**src/rtl/wt_cache_pkg.sv**
```systemverilog
// Shared types, L15 size codes and the store piece selector for the write-through L1D path.
// The byte-only selection variant is requested through the byte_only argument of next_piece.
package wt_cache_pkg;

  localparam logic [1:0] L15_SIZE_BYTE  = 2'b00;
  localparam logic [1:0] L15_SIZE_HWORD = 2'b01;
  localparam logic [1:0] L15_SIZE_WORD  = 2'b10;
  localparam logic [1:0] L15_SIZE_DWORD = 2'b11;

  typedef enum logic {
    ST_IDLE  = 1'b0,
    ST_SPLIT = 1'b1
  } split_state_t;

  typedef struct packed {
    logic [2:0] offset;
    logic [1:0] size;
    logic [7:0] be;
  } piece_t;

  // Masks the L15 can carry as a single transaction of one size.
  function automatic logic is_l15_full_mask(input logic [7:0] be);
    case (be)
      8'hFF, 8'h0F, 8'hF0, 8'h03, 8'h0C, 8'h30, 8'hC0: return 1'b1;
      default:                                          return 1'b0;
    endcase
  endfunction

  // Next naturally aligned piece starting at the lowest pending byte.
  function automatic piece_t next_piece(input logic [7:0] pend, input logic byte_only);
    piece_t     p;
    logic [2:0] idx;
    logic [7:0] m4;
    logic [7:0] m2;
    logic [7:0] m1;
    p   = '0;
    idx = '0;
    for (int k = 7; k >= 0; k--) begin
      if (pend[k]) idx = 3'(k);
    end
    m4 = 8'h0F << idx;
    m2 = 8'h03 << idx;
    m1 = 8'h01 << idx;
    p.offset = idx;
    if (pend == 8'h00) begin
      p = '0;
    end else if (byte_only) begin
      p.size = L15_SIZE_BYTE;
      p.be   = m1;
    end else if (pend == 8'hFF) begin
      p.size = L15_SIZE_DWORD;
      p.be   = 8'hFF;
    end else if ((idx[1:0] == 2'b00) && ((pend & m4) == m4)) begin
      p.size = L15_SIZE_WORD;
      p.be   = m4;
    end else if ((idx[0] == 1'b0) && ((pend & m2) == m2)) begin
      p.size = L15_SIZE_HWORD;
      p.be   = m2;
    end else begin
      p.size = L15_SIZE_BYTE;
      p.be   = m1;
    end
    return p;
  endfunction

endpackage

```
**src/rtl/wt_store_chunk_sel.sv**
```systemverilog
// Combinational piece selector: picks the next L15-legal store piece from the pending byte mask.
// WT_STORE_SPLIT_BYTE_ONLY_EN: only whole dword/word/hword requests merge, everything else goes bytewise.
module wt_store_chunk_sel
  import wt_cache_pkg::*;
(
  input  logic [7:0] pending_be_i,
`ifdef WT_STORE_SPLIT_BYTE_ONLY_EN
  input  logic [7:0] req_be_i,
`endif
  output logic [2:0] offset_o,
  output logic [1:0] size_o,
  output logic [7:0] be_o,
  output logic       last_o
);

  logic   w_byte_only;
  piece_t w_piece;

`ifdef WT_STORE_SPLIT_BYTE_ONLY_EN
  // The original mask decides; a partially drained mask may look legal but must stay bytewise.
  assign w_byte_only = !is_l15_full_mask(req_be_i);
`else
  assign w_byte_only = 1'b0;
`endif

  always_comb begin
    w_piece = next_piece(pending_be_i, w_byte_only);
  end

  assign offset_o = w_piece.offset;
  assign size_o   = w_piece.size;
  assign be_o     = w_piece.be;
  assign last_o   = ((pending_be_i & ~w_piece.be) == 8'h00);

endmodule

```
**src/rtl/wt_l15_store_splitter.sv**
```systemverilog
// Splits one 64-bit masked store into aligned L15 pieces sharing the original TID.
// WT_STORE_SPLIT_BYTE_ONLY_EN selects the byte-only piece selection in wt_store_chunk_sel.
//
// state    | meaning
// ST_IDLE  | ready for a new store; empty masks are accepted and dropped
// ST_SPLIT | presenting pieces from the pending mask until the last one handshakes
module wt_l15_store_splitter
  import wt_cache_pkg::*;
#(
  parameter int PADDR_W = 56,
  parameter int TID_W   = 2
) (
  input  logic               clk_i,
  input  logic               rst_ni,
  input  logic               req_valid_i,
  output logic               req_ready_o,
  input  logic [PADDR_W-1:0] req_paddr_i,
  input  logic [63:0]        req_data_i,
  input  logic [7:0]         req_be_i,
  input  logic [TID_W-1:0]   req_tid_i,
  output logic               out_valid_o,
  input  logic               out_ready_i,
  output logic [PADDR_W-1:0] out_paddr_o,
  output logic [63:0]        out_data_o,
  output logic [1:0]         out_size_o,
  output logic [7:0]         out_be_o,
  output logic [TID_W-1:0]   out_tid_o,
  output logic               out_last_o,
  output logic               busy_o
);

  split_state_t       r_state;
  split_state_t       w_state_nxt;
  logic [7:0]         r_pend_be;
  logic [PADDR_W-1:3] r_addr_hi;
  logic [63:0]        r_data;
  logic [TID_W-1:0]   r_tid;
  logic [2:0]         w_offset;
  logic [1:0]         w_size;
  logic [7:0]         w_be;
  logic               w_last;
  logic               w_accept;
  logic               w_hs;

  assign w_accept = (r_state == ST_IDLE) && req_valid_i && (req_be_i != 8'h00);
  assign w_hs     = (r_state == ST_SPLIT) && out_ready_i;

`ifdef WT_STORE_SPLIT_BYTE_ONLY_EN
  logic [7:0] r_req_be;

  always_ff @(posedge clk_i or negedge rst_ni) begin
    if (!rst_ni)       r_req_be <= '0;
    else if (w_accept) r_req_be <= req_be_i;
  end
`endif

  wt_store_chunk_sel u_chunk_sel (
    .pending_be_i (r_pend_be),
`ifdef WT_STORE_SPLIT_BYTE_ONLY_EN
    .req_be_i     (r_req_be),
`endif
    .offset_o     (w_offset),
    .size_o       (w_size),
    .be_o         (w_be),
    .last_o       (w_last)
  );

  always_ff @(posedge clk_i or negedge rst_ni) begin
    if (!rst_ni) r_state <= ST_IDLE;
    else         r_state <= w_state_nxt;
  end

  always_comb begin
    w_state_nxt = r_state;
    case (r_state)
      ST_IDLE:  if (w_accept)        w_state_nxt = ST_SPLIT;
      ST_SPLIT: if (w_hs && w_last)  w_state_nxt = ST_IDLE;
      default:                       w_state_nxt = ST_IDLE;
    endcase
  end

  always_comb begin
    req_ready_o = 1'b0;
    out_valid_o = 1'b0;
    out_last_o  = 1'b0;
    busy_o      = 1'b0;
    case (r_state)
      ST_IDLE: req_ready_o = 1'b1;
      ST_SPLIT: begin
        out_valid_o = 1'b1;
        out_last_o  = w_last;
        busy_o      = 1'b1;
      end
      default: req_ready_o = 1'b0;
    endcase
  end

  always_ff @(posedge clk_i or negedge rst_ni) begin
    if (!rst_ni) begin
      r_pend_be <= '0;
      r_addr_hi <= '0;
      r_data    <= '0;
      r_tid     <= '0;
    end else if (w_accept) begin
      r_pend_be <= req_be_i;
      r_addr_hi <= req_paddr_i[PADDR_W-1:3];
      r_data    <= req_data_i;
      r_tid     <= req_tid_i;
    end else if (w_hs) begin
      r_pend_be <= r_pend_be & ~w_be;
    end
  end

  assign out_paddr_o = {r_addr_hi, w_offset};
  assign out_data_o  = r_data;
  assign out_size_o  = w_size;
  assign out_be_o    = w_be;
  assign out_tid_o   = r_tid;

endmodule

```
**config.mk**
```make
export PLATFORM = sky130hd
export DESIGN_NAME = wt_l15_store_splitter
export DESIGN_NICKNAME = d
export VERILOG_FILES = /design/src/rtl/wt_cache_pkg.sv /design/src/rtl/wt_store_chunk_sel.sv /design/src/rtl/wt_l15_store_splitter.sv
export SDC_FILE = /design/constraint.sdc
export NUM_CORES = 1
export LEC_CHECK = 0
export ABC_AREA = 1
export ABC_CLOCK_PERIOD_IN_PS = 2800
export CAP_MARGIN = 20
export CORE_MARGIN = 5
export CORE_UTILIZATION = 37
export CTS_CLUSTER_SIZE = 30
export DETAILED_ROUTE_END_ITERATION = 10
export GPL_TIMING_DRIVEN = 0
export PLACE_DENSITY = 0.85
export SYNTH_ARGS = -nofsm -noshare
export SYNTH_HDL_FRONTEND = slang
export SYNTH_SLANG_ARGS = --single-unit
export TNS_END_PERCENT = 10
```
**constraint.sdc**
```tcl
create_clock -name clk_i -period 2.8 [get_ports clk_i]
set_input_delay 0.28 -clock clk_i [delete_from_list [all_inputs] [get_ports clk_i]]
set_output_delay 0.28 -clock clk_i [all_outputs]
set_load 0.03 [all_outputs]
```
Yosys cells after proc, flatten, opt, wreduce, memory -nomap -nowiden
Cells that the tools add are included.

Bits of input ports: 134. Register bits after elaboration: 128.

Mux-type cells: 21. Bitwise logic cells: 6. Equality and inequality tests: 3. Reduce and logical (&&, ||, !) cells: 11. Shift-type cells: 3.

Operators by type and width (count): 10-bit 2-to-1 mux (3); 3-bit 2-to-1 mux (9); 8-bit AND (3); 8-bit == test (2); 8-bit logical NOT (2); 8-bit 2-to-1 mux (2); 9-bit 2-to-1 mux (1); 8-bit == test, second input constant (1); 8-bit inverter (1); 8-bit nonzero test (1); 1-bit by 3-bit left shift with 8-bit output, first input constant (1); 2-bit by 3-bit left shift with 8-bit output, first input constant (1); 4-bit by 3-bit left shift with 8-bit output, first input constant (1); 1-bit logical AND (6); 1-bit 2-to-1 mux (5); 2-bit logical NOT (1); 1-bit inverter (2); 1-bit case mux with 2 select lines (1); 2-bit nonzero test (1).

Longest topological paths before layout
Depth in word-level cells: 22. Mapped depth: 26. Gate-level depth less buffers: 26.

Modules after synthesis
Synthesis repeated with hierarchy kept, for this count alone.

Cell total of the unflattened synthesis: 764. Area, all modules: 6175.9 um2.

Modules (own cells, without submodules): wt_l15_store_splitter (cells an instance 599, seq. area each 3203.1 um2, instances 1, area each 5306.3 um2); wt_store_chunk_sel (cells an instance 165, seq. area each 0.0 um2, instances 1, area each 869.6 um2).

Worst setup path after synthesis
Ideal clock, no wire load.

Kind: register to output. Start point: register r_pend_be[1]. End point: output out_last_o. Stages on the path, launching flop included: 17. Arrival: 3007 ps. Required time: 2520 ps. Slack: -487 ps. Buffers on the path: 0. Cells stage by stage: dfrtp_1 > inv_1 > nand2_2 > nor2_1 > inv_1 > ha_1 > a21oi_1 > nand2_1 > nor2_1 > nand3_1 > nor2_4 > a21oi_1 > nand3_2 > nor2_2 > nor2_1 > nand2_2 > nor4_2.

Word-level cells in the longest chain between the ends: 14. Elaborated cells on any way between the ends: 23.

Ends and longest elaborated chain: from (decl) (RTL line wt_l15_store_splitter.sv:34) `logic [7:0] r_pend_be;`; from (signal assigned) (RTL line wt_l15_store_splitter.sv:105) `r_pend_be <= req_be_i;`; from (signal assigned) (RTL line wt_l15_store_splitter.sv:110) `r_pend_be <= r_pend_be & ~w_be;`; 3-bit 2-to-1 mux (2 in a row) (RTL line wt_cache_pkg.sv:39) `if (pend[k]) idx = 3'(k);`; 2-bit by 3-bit left shift with 8-bit output (RTL line wt_cache_pkg.sv:42) `m2 = 8'h03 << idx;`; 8-bit AND (RTL line wt_cache_pkg.sv:56) `end else if ((idx[0] == 1'b0) && ((pend & m2) == m2)) begin`; 8-bit == test (RTL line wt_cache_pkg.sv:56); 1-bit logical AND (RTL line wt_cache_pkg.sv:56); 9-bit 2-to-1 mux (RTL line wt_cache_pkg.sv:56); 10-bit 2-to-1 mux (RTL line wt_cache_pkg.sv:53) `end else if ((idx[1:0] == 2'b00) && ((pend & m4) == m4)) begin`; 10-bit 2-to-1 mux (RTL line wt_cache_pkg.sv:50) `end else if (pend == 8'hFF) begin`; 10-bit 2-to-1 mux * (RTL line wt_cache_pkg.sv:45) `if (pend == 8'h00) begin`; net out_be_o[7] (RTL line wt_l15_store_splitter.sv:26) `output logic [7:0] out_be_o,`; 8-bit inverter * (RTL line wt_store_chunk_sel.sv:33) `assign last_o = ((pending_be_i & ~w_piece.be) == 8'h00);`; 8-bit AND * (RTL line wt_store_chunk_sel.sv:33); 8-bit logical NOT * (RTL line wt_store_chunk_sel.sv:33); 1-bit 2-to-1 mux * (RTL line wt_l15_store_splitter.sv:87) `case (r_state)`; to (decl) (RTL line wt_l15_store_splitter.sv:28) `output logic out_last_o,`.

The timed path passes the listed nets; every way through them passes the cells marked *.

Worst setup path after layout
Start point: register r_pend_be[6]. End point: register r_pend_be[5].

Word-level cells in the longest chain between the ends: 19. Elaborated cells on any way between the ends: 28.

Ends and longest elaborated chain: 3-bit 2-to-1 mux (7 in a row) (RTL line wt_cache_pkg.sv:39); 2-bit by 3-bit left shift with 8-bit output (RTL line wt_cache_pkg.sv:42); 8-bit AND (RTL line wt_cache_pkg.sv:56); 8-bit == test (RTL line wt_cache_pkg.sv:56); 1-bit logical AND (RTL line wt_cache_pkg.sv:56); 9-bit 2-to-1 mux (RTL line wt_cache_pkg.sv:56); 10-bit 2-to-1 mux (RTL line wt_cache_pkg.sv:53); 10-bit 2-to-1 mux (RTL line wt_cache_pkg.sv:50); 10-bit 2-to-1 mux * (RTL line wt_cache_pkg.sv:45); 8-bit inverter * (RTL line wt_l15_store_splitter.sv:110); 8-bit AND * (RTL line wt_l15_store_splitter.sv:110); 8-bit 2-to-1 mux * (RTL line wt_l15_store_splitter.sv:109) `end else if (w_hs) begin`; 8-bit 2-to-1 mux * (RTL line wt_l15_store_splitter.sv:104) `end else if (w_accept) begin`.

Every way passes the cells marked *; elsewhere a longest branch is shown, timed or not. The select of a mux whose other input is x is not followed. A chain may end at the register's enable or synchronous reset.

==> reports/results.ini <==
[status]
status=finished, violations left
violations=negative setup slack

[worst_hold_path]
hp-class=in2async

[final_layout]
num-fill-cells=1141
area_growth_syn_to_layout_pct=79.9
fin_util=0.677
final_common_cell=nand2_1
layout.cells.most_common_list=392 x nand2_1, 254 x clkdlybuf4s50_1, 124 x dfrtp_1, 68 x buf_4, 25 x clkbuf_1
drive_above_1_share=0.199
antennaDiodeCount=0
stdcell_area_um2=10300
nets=1216
fin_cells=1273

[yosys]
synth_area_um2=5700
syn-num-nets=854
synth.top_cell.area_share=0.562
synth_area_leaders=dfrtp_1 56%, nand2_1 27%, ha_1 2.2%
synthCells=710
synth.distinct_cells=29
synth.yosys.seq_area_share=0.562
ys_warn_count=0
ys_seq_elements=128
synth_area_per_cell_um2=8.03
synth_top_cell_by_area=dfrtp_1

[routing]
ant_nets=0
drt_pass1_iterations=7
drc=0
vias=6323
wl_per_cell_um=17.8
viasPerCell=4.97
drt-total-wl_um=22600
initialDrtViolationCount=544

[floorplanning]
initial_core_util=0.376
num_rows=45
die_w_um=134
die_area_um2=18000
die_y_um=134
core-area_um2=15100
io_pins=270

[sta]
finalSetupViolations=14
finalCritPeriodShare=1.34
hold_viol_final=0
relSlewSlack=0.441
rsz0062_at_grt=true
worstMarginPinSlew_ns=0.839
slew_violations=0
finalClockSkew_ns=0.00775
fin_ws_ns=-0.949
period_needed_ns=3.75
max_freq_mhz=267

[placed_design]
gp_congestion=0.930
port_buffers=266
post-place-cells=1165
post-place-ws_ns=-1.04
place_area_um2=8710
hpwl_um=15000

[grt]
grt_usage=0.236
antenna_found_initial=0
grt_pass1_wl_um=33200
overflow=0
grt_max_degree=82
grt_pass1_vias=6365

[setup_path]
critical_path.max_fanout=6
cp.required_ns=3.12
crit_arrival_ns=4.07
rr_startpoint=r_pend_be[6]$_DFFE_PN0P_
regToRegSetupSlack_ns=-0.95
critPathLaunch=r_pend_be[6]$_DFFE_PN0P_
reg2regPathDepth=26
start_kind=flip-flop
r2r-end=r_pend_be[5]$_DFFE_PN0P_
crit_path_end_kind=flip-flop
criticalPathCategory=reg2reg

[power]
power.density_nw_per_um2=1540
vdd_drop_max_uv=833
p_leak_nw=5.02
power_mw=15.8

[clock_tree]
h-tree-depth=4
cts_tree=built
cts-root-buf=clkbuf_16
cts_buffers=17
clkLatencyLatePin_ns=0.41
clkSlewWorstSetupHoldPaths_ns=0.06
cts.sinks=128
clockBufferDepth=2

[run]
cap_violations=0

-- synthesized netlist by cell type, drive strengths merged --
master / count
a21oi: 10
a22o: 1
a31oi: 2
buf: 3
clkbuf: 25
clkinv: 1
dfrtp: 128
ha: 10
inv: 34
nand2: 420
nand3: 30
nand4: 2
nor2: 27
nor3: 3
nor4: 2
o211ai: 1
o21ai: 5
o221ai: 5
o22ai: 1
-- per-stage QoR --
step / TNS, ns / hold slack [ns]
floorplan: -0.204 / -0.0156
global placement: -481.82 / 0.461
detailed placement: -5.76 / 0.261
CTS: -5.45 / 0.376
global route: -9.49 / 0.386
finish: -8.03 / 0.370
-- worst max-delay path by stage --
stage	to	slack (ns)	cells past startpoint
6_report	r_pend_be[5]$_DFFE_PN0P_	-0.95	26
5_1_grt	r_pend_be[5]$_DFFE_PN0P_	-1.03	26
4_1_cts	out_last_o	-0.66	19
3_5_place_dp	out_last_o	-1.04	21
3_3_place_gp	r_addr_hi[21]$_DFFE_PN0P_	-3.73	1
2_1_floorplan	out_last_o	-0.20	17
-- routing by layer --
metal | wire, um | track usage | up-vias
met1 | 8060 | 0.261 | 3015
li1 | - | - | 2906
met4 | 829 | 0.0939 | 0
met5 | 0 | 0 | -
met3 | 2260 | 0.101 | 67
met2 | 11500 | 0.402 | 335
-- logic make-up after synthesis --
kind of cell / share of synthesized area
AOI/OAI and AO/OA: 0.0270
DFF: 0.562
and+or+nand+nor: 0.346
buffers and inverters: 0.0435
adders and majority gates: 0.0219
-- state kept, by name (all words and copies together) (netlist names) --
name,cells
r_pend_be,8
out_data_o,64
r_addr_hi,53
r_state,1
out_tid_o,2
-- final cells by class --
class | instances | area [um2] | share of cell area
tap | 188 | 235 | 0.0229
sequential | 128 | 3210 | 0.313
inverter | 35 | 159 | 0.0155
multi-input combinational | 520 | 2580 | 0.252
clock buffer | 18 | 429 | 0.0418
clock inverter | 14 | 204 | 0.0199
timing repair buffer | 342 | 3310 | 0.323
buffer | 28 | 126 | 0.0123
-- where the power goes --
group,switching [mW],total [mW],internal [mW]
registers,0.572,3.29,2.72
logic,5.90,10.1,4.20
clock network,0.888,2.40,1.51
-- repair_timing --
| action | CTS | global route |
|---|---|---|
| endpoints found under the hold margin | 47 | 0 |
| setup endpoints to repair | 12 | 16 |
| setup buffers | 46 | 28 |
| cloned | 1 | 0 |
| hold buffers | 1 | 0 |
| pin swaps | 29 | 35 |
| resized for setup | 81 | 55 |
-- critical path: stages, from the launching register on --
cell and delay [ns]:
dfrtp_2 0.45, inv_2 0.08, nand2_1 0.06, nand2_1 0.06, nand2_1 0.05, nand2_1 0.06, nand2_2 0.09, a21oi_4 0.30
ha_4 0.19, nand3_1 0.18, nand3_4 0.14, nand3_2 0.09, nor2_4 0.13, buf_12 0.13, buf_4 0.11, nor2_4 0.04
buf_4 0.12, nand2_2 0.07, nand4_1 0.23, buf_4 0.23, buf_4 0.12, buf_4 0.12, buf_4 0.12, buf_4 0.12
buf_4 0.12, buf_4 0.12, o221ai_1 0.13
No activity file was read; power rests on OpenSTA's default activity.
